--- src/rtl/mc_eject_reinject_pkg.sv ---
// Shared dstList geometry and helpers for the multicast ejection/re-injection path.
package mc_eject_reinject_pkg;

    localparam int DST_LIST_WIDTH = 16;
    localparam int NUM_PORT       = 5;

    localparam logic [DST_LIST_WIDTH-1:0] N_MASK = 16'h0001;
    localparam logic [DST_LIST_WIDTH-1:0] E_MASK = 16'h0002;
    localparam logic [DST_LIST_WIDTH-1:0] S_MASK = 16'h0004;
    localparam logic [DST_LIST_WIDTH-1:0] W_MASK = 16'h0008;
    localparam logic [DST_LIST_WIDTH-1:0] L_MASK = 16'h0010;

    localparam logic [15:0] STAT_MAX = 16'hFFFF;

    function automatic logic [15:0] sat_inc16(input logic [15:0] v);
        return (v == STAT_MAX) ? v : v + 16'd1;
    endfunction

endpackage

--- src/rtl/mc_flit_fifo.sv ---
// Synchronous FIFO with registered head; storage is not reset, only pointers and count.
module mc_flit_fifo
    import mc_eject_reinject_pkg::*;
#(
    parameter int WIDTH = 8,
    parameter int DEPTH = 4
) (
    input  logic                       clk,
    input  logic                       rst_n,
    input  logic                       push,
    input  logic [WIDTH-1:0]           push_data,
    input  logic                       pop,
    output logic [WIDTH-1:0]           head,
    output logic [$clog2(DEPTH):0]     count
);

    localparam int AW = $clog2(DEPTH);
    localparam logic [AW:0] FULL = (AW+1)'(DEPTH);

    logic [WIDTH-1:0] mem [DEPTH];
    logic [AW-1:0]    wr_ptr;
    logic [AW-1:0]    rd_ptr;
    logic             do_push;
    logic             do_pop;

    assign do_pop  = pop && (count != '0);
    // A full FIFO still accepts a push when the same cycle pops.
    assign do_push = push && ((count != FULL) || do_pop);
    assign head    = mem[rd_ptr];

    always_ff @(posedge clk or negedge rst_n) begin
        if (!rst_n) begin
            wr_ptr <= '0;
            rd_ptr <= '0;
            count  <= '0;
        end else begin
            if (do_push) wr_ptr <= wr_ptr + 1'b1;
            if (do_pop)  rd_ptr <= rd_ptr + 1'b1;
            case ({do_push, do_pop})
                2'b10:   count <= count + 1'b1;
                2'b01:   count <= count - 1'b1;
                default: count <= count;
            endcase
        end
    end

    always_ff @(posedge clk) begin
        if (do_push) mem[wr_ptr] <= push_data;
    end

endmodule

--- src/rtl/mc_eject_reinject.sv ---
// Multicast fork on the local ejection port: local copy to the PE, residual dstList re-injected.
module mc_eject_reinject
    import mc_eject_reinject_pkg::*;
#(
    parameter int FLIT_WIDTH = 128,
    parameter int DLW        = DST_LIST_WIDTH,
    parameter int PE_DEPTH   = 4,
    parameter int RI_DEPTH   = 4
) (
    input  logic                  clk,
    input  logic                  rst_n,
    input  logic                  ej_valid,
    input  logic [FLIT_WIDTH-1:0] ej_flit,
    input  logic [DLW-1:0]        ej_dst,
    output logic                  ej_ready,
    output logic                  pe_valid,
    output logic [FLIT_WIDTH-1:0] pe_flit,
    input  logic                  pe_ready,
    output logic                  ri_valid,
    output logic [FLIT_WIDTH-1:0] ri_flit,
    output logic [DLW-1:0]        ri_dst,
    input  logic                  ri_grant,
    output logic [15:0]           stat_reinj,
    output logic                  err_drop
);

    localparam int PAW = $clog2(PE_DEPTH);
    localparam int RAW = $clog2(RI_DEPTH);
    localparam logic [PAW:0] PE_LIMIT = (PAW+1)'(PE_DEPTH - 2);
    localparam logic [RAW:0] RI_LIMIT = (RAW+1)'(RI_DEPTH - 2);
    localparam logic [DLW-1:0] LOC = DLW'(L_MASK);

    logic                      accept;
    logic                      loc;
    logic [DLW-1:0]            res;
    logic                      pe_push;
    logic                      ri_push;
    logic                      pe_pop;
    logic                      ri_pop;
    logic [PAW:0]              pe_count;
    logic [RAW:0]              ri_count;
    logic [PAW:0]              pe_count_nxt;
    logic [RAW:0]              ri_count_nxt;
    logic [FLIT_WIDTH+DLW-1:0] ri_head;

    assign accept  = ej_valid && ej_ready;
    assign loc     = |(ej_dst & LOC);
    assign res     = ej_dst & ~LOC;
    assign pe_push = accept && loc;
    assign ri_push = accept && (res != '0);

    assign pe_valid = (pe_count != '0);
    assign ri_valid = (ri_count != '0);
    assign pe_pop   = pe_valid && pe_ready;
    assign ri_pop   = ri_valid && ri_grant;

    assign ri_flit = ri_head[FLIT_WIDTH+DLW-1:DLW];
    assign ri_dst  = ri_valid ? ri_head[DLW-1:0] : '0;

    mc_flit_fifo #(.WIDTH(FLIT_WIDTH), .DEPTH(PE_DEPTH)) u_pe_fifo (
        .clk       (clk),
        .rst_n     (rst_n),
        .push      (pe_push),
        .push_data (ej_flit),
        .pop       (pe_pop),
        .head      (pe_flit),
        .count     (pe_count)
    );

    mc_flit_fifo #(.WIDTH(FLIT_WIDTH + DLW), .DEPTH(RI_DEPTH)) u_ri_fifo (
        .clk       (clk),
        .rst_n     (rst_n),
        .push      (ri_push),
        .push_data ({ej_flit, res}),
        .pop       (ri_pop),
        .head      (ri_head),
        .count     (ri_count)
    );

    // Occupancy the FIFOs will hold after this edge; ej_ready is registered from it
    // so the router sees the stop one cycle before it would eject into the last slot.
    assign pe_count_nxt = pe_count + (PAW+1)'(pe_push) - (PAW+1)'(pe_pop);
    assign ri_count_nxt = ri_count + (RAW+1)'(ri_push) - (RAW+1)'(ri_pop);

    always_ff @(posedge clk or negedge rst_n) begin
        if (!rst_n) begin
            ej_ready   <= 1'b1;
            stat_reinj <= '0;
            err_drop   <= 1'b0;
        end else begin
            ej_ready <= (pe_count_nxt <= PE_LIMIT) && (ri_count_nxt <= RI_LIMIT);
            if (ri_pop)                 stat_reinj <= sat_inc16(stat_reinj);
            if (ej_valid && !ej_ready)  err_drop   <= 1'b1;
        end
    end

endmodule

--- config.mk ---
export PLATFORM = sky130hd
export DESIGN_NAME = mc_eject_reinject
export DESIGN_NICKNAME = d
export VERILOG_FILES = /design/src/rtl/mc_eject_reinject_pkg.sv /design/src/rtl/mc_flit_fifo.sv /design/src/rtl/mc_eject_reinject.sv
export SDC_FILE = /design/constraint.sdc
export NUM_CORES = 1
export LEC_CHECK = 0
export BUFFER_PORTS_ARGS = -buffer_cell sky130_fd_sc_hd__buf_2
export CAP_MARGIN = 30
export CORE_MARGIN = 5
export CORE_UTILIZATION = 35
export DETAILED_ROUTE_END_ITERATION = 8
export PLACE_DENSITY = 0.63
export SYNTH_ARGS = -nofsm -noshare
export SYNTH_HDL_FRONTEND = slang
export SYNTH_SLANG_ARGS = --single-unit
--- constraint.sdc ---
create_clock -name clk -period 6 [get_ports clk]
set_clock_uncertainty 0.2 [all_clocks]
set_input_delay 0.6 -clock clk [delete_from_list [all_inputs] [get_ports clk]]
set_output_delay 0.6 -clock clk [all_outputs]
set_load 0.02 [all_outputs]
### After elaboration in Yosys (flattened, before gate mapping)

Memory sizes are Yosys's and may differ from the RTL's.
Index checks and enable logic that the tools add are counted.

* register bits after elaboration: 32
* input bits: 149
* output and inout bits: 292
* memories: 2
* memory bits (writable): 1084

Memories
* u_ri_fifo.mem: depth 4, width 143, read ports 1, clocked after Yosys merged registers in 0, wr ports 1, line mc_flit_fifo.sv:20 `logic [WIDTH-1:0] mem [DEPTH];`
* u_pe_fifo.mem: depth 4, width 128, read ports 1, clocked after Yosys merged registers in 0, wr ports 1, line mc_flit_fifo.sv:20

* reductions and logical operators: 20
* equality and inequality tests: 7
* muxes and demuxes: 7
* magnitude comparators: 2
* bitwise operators: 1
* add/subtract/negate cells: 13

Operators with widths (count)
* adder 16 x 1 -> 16 bit (second input constant): 1
* equality test 16 bit (second input constant): 1
* 2-to-1 mux 16 bit: 1
* nonzero test 16 bit: 1
* one-hot mux 3 bit (2 select lines): 2
* logical AND 1 bit: 11
* adder 2 x 1 -> 2 bit (second input constant): 4
* adder 3 x 1 -> 3 bit: 2
* adder 3 x 1 -> 3 bit (second input constant): 2
* <= comparator 3 x 2 -> 1 bit (second input constant): 2
* != test 3 bit (second input constant): 2
* nonzero test 3 bit: 2
* subtractor 3 x 1 -> 3 bit: 2
* subtractor 3 x 1 -> 3 bit (second input constant): 2
* equality test 2 x 1 -> 1 bit (second input constant): 2
* equality test 2 bit (second input constant): 2
* 2-to-1 mux 1 bit: 4
* nonzero test 2 bit: 2
* logical OR 1 bit: 2
* AND reduction 2 bit: 1
* zero test 1 bit: 1
* NOT 1 bit: 1

### Depth between registers and ports, before layout

* word-level depth: 7
* mapped depth: 10

### Cells and area by module

A second synthesis with hierarchy kept.

* cell total of the unflattened synthesis: 1646
* area total of the unflattened synthesis: 41428.5 um^2

Modules (own cells, without submodules)
* mc_flit_fifo at u_ri_fifo: cells each 802, area each 21225.4 um^2, times used 1
* mc_flit_fifo at u_pe_fifo: cells each 719, area each 18951.9 um^2, times used 1
* mc_eject_reinject: cells each 125, area each 1251.2 um^2, times used 1

### Least setup slack after synthesis

No wires, ideal clock.

* path type: input -> register
* from: input port ej_dst[11]
* to: memory u_ri_fifo.mem[0][0] (netlist bit) (enable)
* setup slack: 0.799 ns
* path buffers: 0
* data required time: 5.280 ns
* data arrival time: 4.482 ns
* stages on the path: 4
* cell sequence: nor3_1 a41oi_1 o41a_1 and2_1

* cells in the longest elaborated chain, start to end: 5

Ends and longest elaborated chain
* from (decl): line mc_eject_reinject.sv:14 `input logic [DLW-1:0] ej_dst,`
* nonzero test 16 bit: line mc_eject_reinject.sv:50 `assign ri_push = accept && (res != '0);`
* logical AND 1 bit: line mc_eject_reinject.sv:50
* logical AND 1 bit: line mc_flit_fifo.sv:28 `assign do_push = push && ((count != FULL) || do_pop);`
* 2-to-1 mux 1 bit: line mc_flit_fifo.sv:48 `if (do_push) mem[wr_ptr] <= push_data;`
* 2-to-1 mux 1 bit (not written as such): line mc_flit_fifo.sv:48
* to (decl): line mc_flit_fifo.sv:20

Every way passes these cells.

### Worst setup path after layout

* from: register u_ri_fifo.rd_ptr[0]
* to: output port ri_flit[79]

* cells in the longest elaborated chain, start to end: 1

Ends and longest elaborated chain
* from (decl): line mc_flit_fifo.sv:22 `logic [AW-1:0] rd_ptr;`
* from (signal assigned): line mc_flit_fifo.sv:38 `if (do_pop) rd_ptr <= rd_ptr + 1'b1;`
* memory read (4 x 143 bit)
* to (decl): line mc_eject_reinject.sv:20 `output logic [FLIT_WIDTH-1:0] ri_flit,`

Every way passes these cells.

==> results.json <==
{
  "status": "finished clean",
  "drive_above_1_share_pct": 38.6,
  "netlist_area_um2": 41000,
  "track_usage_pct": 14.9,
  "synth_cell_types": 45,
  "final.setup.worst_slack_ns": 2.04,
  "end_kind": "output pin",
  "tns_ns": 0,
  "syn_nets": 1786,
  "dieArea_um2": 124000,
  "yosysTopAreaCellShare_pct": 79.4,
  "synth.area.top_cells": "edfxtp_1, mux4_2, dfrtp_1, ha_1, buf_2",
  "vias": 19136,
  "r2r_slack_ns": 2.39,
  "initial_utilization_pct": 35.3,
  "place_congestion": 0.722,
  "drtIter0Drc": 1428,
  "p_leak_nw": 16.8,
  "dr.pass1.iters": 4,
  "synthArstFlopShare_pct": 2.87,
  "crit_type": "reg2out",
  "synthTopCellsByCount": "edfxtp_1, mux4_2, buf_2, dfrtp_1",
  "cts_buffers": 115,
  "synthToLayoutAreaGrowth_pct": 22.8,
  "grt_pass1_wl_um": 139000,
  "wl_per_cell_um": 23.9,
  "synthCells": 1619,
  "ff_latch_area_um2": 33400,
  "cts_sinks": 1116,
  "cap_violations": 0,
  "drc": 0,
  "grt_pass1_vias": 20790,
  "min_path_type": "in2reg",
  "grt_max_degree": 83,
  "cts_tree": "built",
  "worstMarginPinSlew_ns": 0.970,
  "viasPerCell": 4.90,
  "die_h_um": 352,
  "drtAntennaViolNets": 0,
  "ys_seq_area_share_pct": 81.4,
  "cts-htree-levels": 3,
  "post-place-ws_ns": 2.16,
  "core_um2": 116000,
  "finalSetupViolCount": 0,
  "rsz0062_at_grt": "false",
  "dpl.hpwl_um": 57100,
  "cts_root_buf": "clkbuf_16",
  "powerDensity_nw_per_um2": 453,
  "clock_path_buffers": 3,
  "syn_avg_cell_area_um2": 25.3,
  "multi_input_area_um2": 7280,
  "hold_viol": 0,
  "postCtsResizedCells": 0,
  "crit_fanout": 68,
  "required_ns": 5.20,
  "max-slew-margin-rel_pct": 35.3,
  "synth.ff_latch_count": 1116,
  "cp-start-kind": "flop",
  "port_buffers": 439,
  "die_x_um": 352,
  "path_clk_slew_ns": 0.06,
  "slew_violations": 0,
  "yosys_warnings": 0,
  "critical_path_arrival_ns": 3.16,
  "synth-main-ff-cell": "edfxtp_1",
  "num-fill-cells": 9873,
  "grt_overflow_total": 0,
  "drt_wl_total_um": 93500,
  "yosys.area.top_type": "edfxtp_1",
  "clock_latency_ns": 0.71,
  "peakVddDrop_mv": 0.373,
  "antenna_found_initial": 5,
  "rows": 125,
  "yosys.cell_count.top_type": "edfxtp_1",
  "finalNetCount": 2448,
  "ios": 441,
  "fmax_mhz": 253,
  "synth-edff-count": 1084,
  "fin_crit_sh_pct": 66.0,
  "period_needed_ns": 3.96
}
## metrics by stage
step	instance area (um2)	cells	utilization [%]	power, mW	hold slack (ns)
floorplan	41000	1619	-	13.7	0.104
global placement	45200	3543	38.9	16.1	0.243
detailed placement	45200	3543	38.9	16.2	0.256
CTS	50300	3901	43.3	23.3	0.0472
global route	50300	3902	43.3	23.9	0.0882
finish	50300	3903	43.3	22.8	0.125
## power breakdown
group / total (mW) / switching [mW] / internal, mW
clock: 6.93 / 2.93 / 4.00
sequential: 9.29 / 0.343 / 8.95
combinational: 6.59 / 3.91 / 2.68
## state kept, by name (all words and copies together), names as in the netlist
name,cells
u_ri_fifo.rd_ptr,2
u_ri_fifo.mem,572
u_pe_fifo.rd_ptr,2
u_ri_fifo.wr_ptr,2
err_drop,1
stat_reinj,16
ej_ready,1
u_pe_fifo.count,3
u_pe_fifo.wr_ptr,2
u_pe_fifo.mem,512
u_ri_fifo.count,3
## worst paths after layout
path | start | end | cells after the start
worst max-delay path | u_ri_fifo.rd_ptr[0] | ri_flit[79] | 3
worst min-delay path | ri_grant | u_ri_fifo.rd_ptr[0] | 3
worst max register to register | ej_ready | u_ri_fifo.mem[0][45] | 5
worst min register to register | err_drop | err_drop | 1
max in group asynchronous | rst_n | u_ri_fifo.rd_ptr[1] | 2
min in group asynchronous | rst_n | u_pe_fifo.count[1] | 2
## layout by cell type (no fill, tap or decap), drive strengths merged, types with 9 or more instances in the layout
cell	n
clkbuf	154
nor3	9
edfxtp	1084
dlygate4sd3	145
clkinv	39
xor2	15
mux4	271
xnor2	16
nand3	10
buf	465
dfrtp	31
bufinv	9
ha	14
nor2b	15
inv	27
## cells by family after synthesis
logic type	synth area share, %
buf+inv	0.922
other cells	0.00915
compound gates	0.308
fa+ha+maj	0.623
xor+xnor	0.663
flops	81.4
simple gates	1.12
mux	15.0
## layout make-up
| cell class | count | area share (%) |
|---|---|---|
| diodes | 2 | 0.00994 |
| flip-flops and latches | 1116 | 66.3 |
| well taps | 1524 | 3.79 |
| multi-input cells | 415 | 14.5 |
| clock buffers | 154 | 6.11 |
| clock inverters | 59 | 1.31 |
| inverters | 23 | 0.171 |
| repair buffers | 610 | 7.88 |
## timing repair
| item | in CTS | in global routing |
|---|---|---|
| hold endpoints to repair | 1116 | 0 |
| setup buffers | 0 | 0 |
| hold buffers | 145 | 0 |
## routing by layer
metal / up-vias / GRT usage [%] / wire [um]
met5: - / 0 / 23
met4: 4 / 4.51 / 2180
met3: 123 / 4.01 / 6280
met2: 569 / 25.2 / 47200
met1: 10204 / 18.9 / 37800
li1: 8236 / - / -
## worst max-delay path, stage by stage (launching register included)
cell and delay, ns:
dfrtp_4 0.88, buf_12 0.38, mux4_2 0.65, buf_2 0.20
Note: power is estimated with default switching activity, not from simulation.
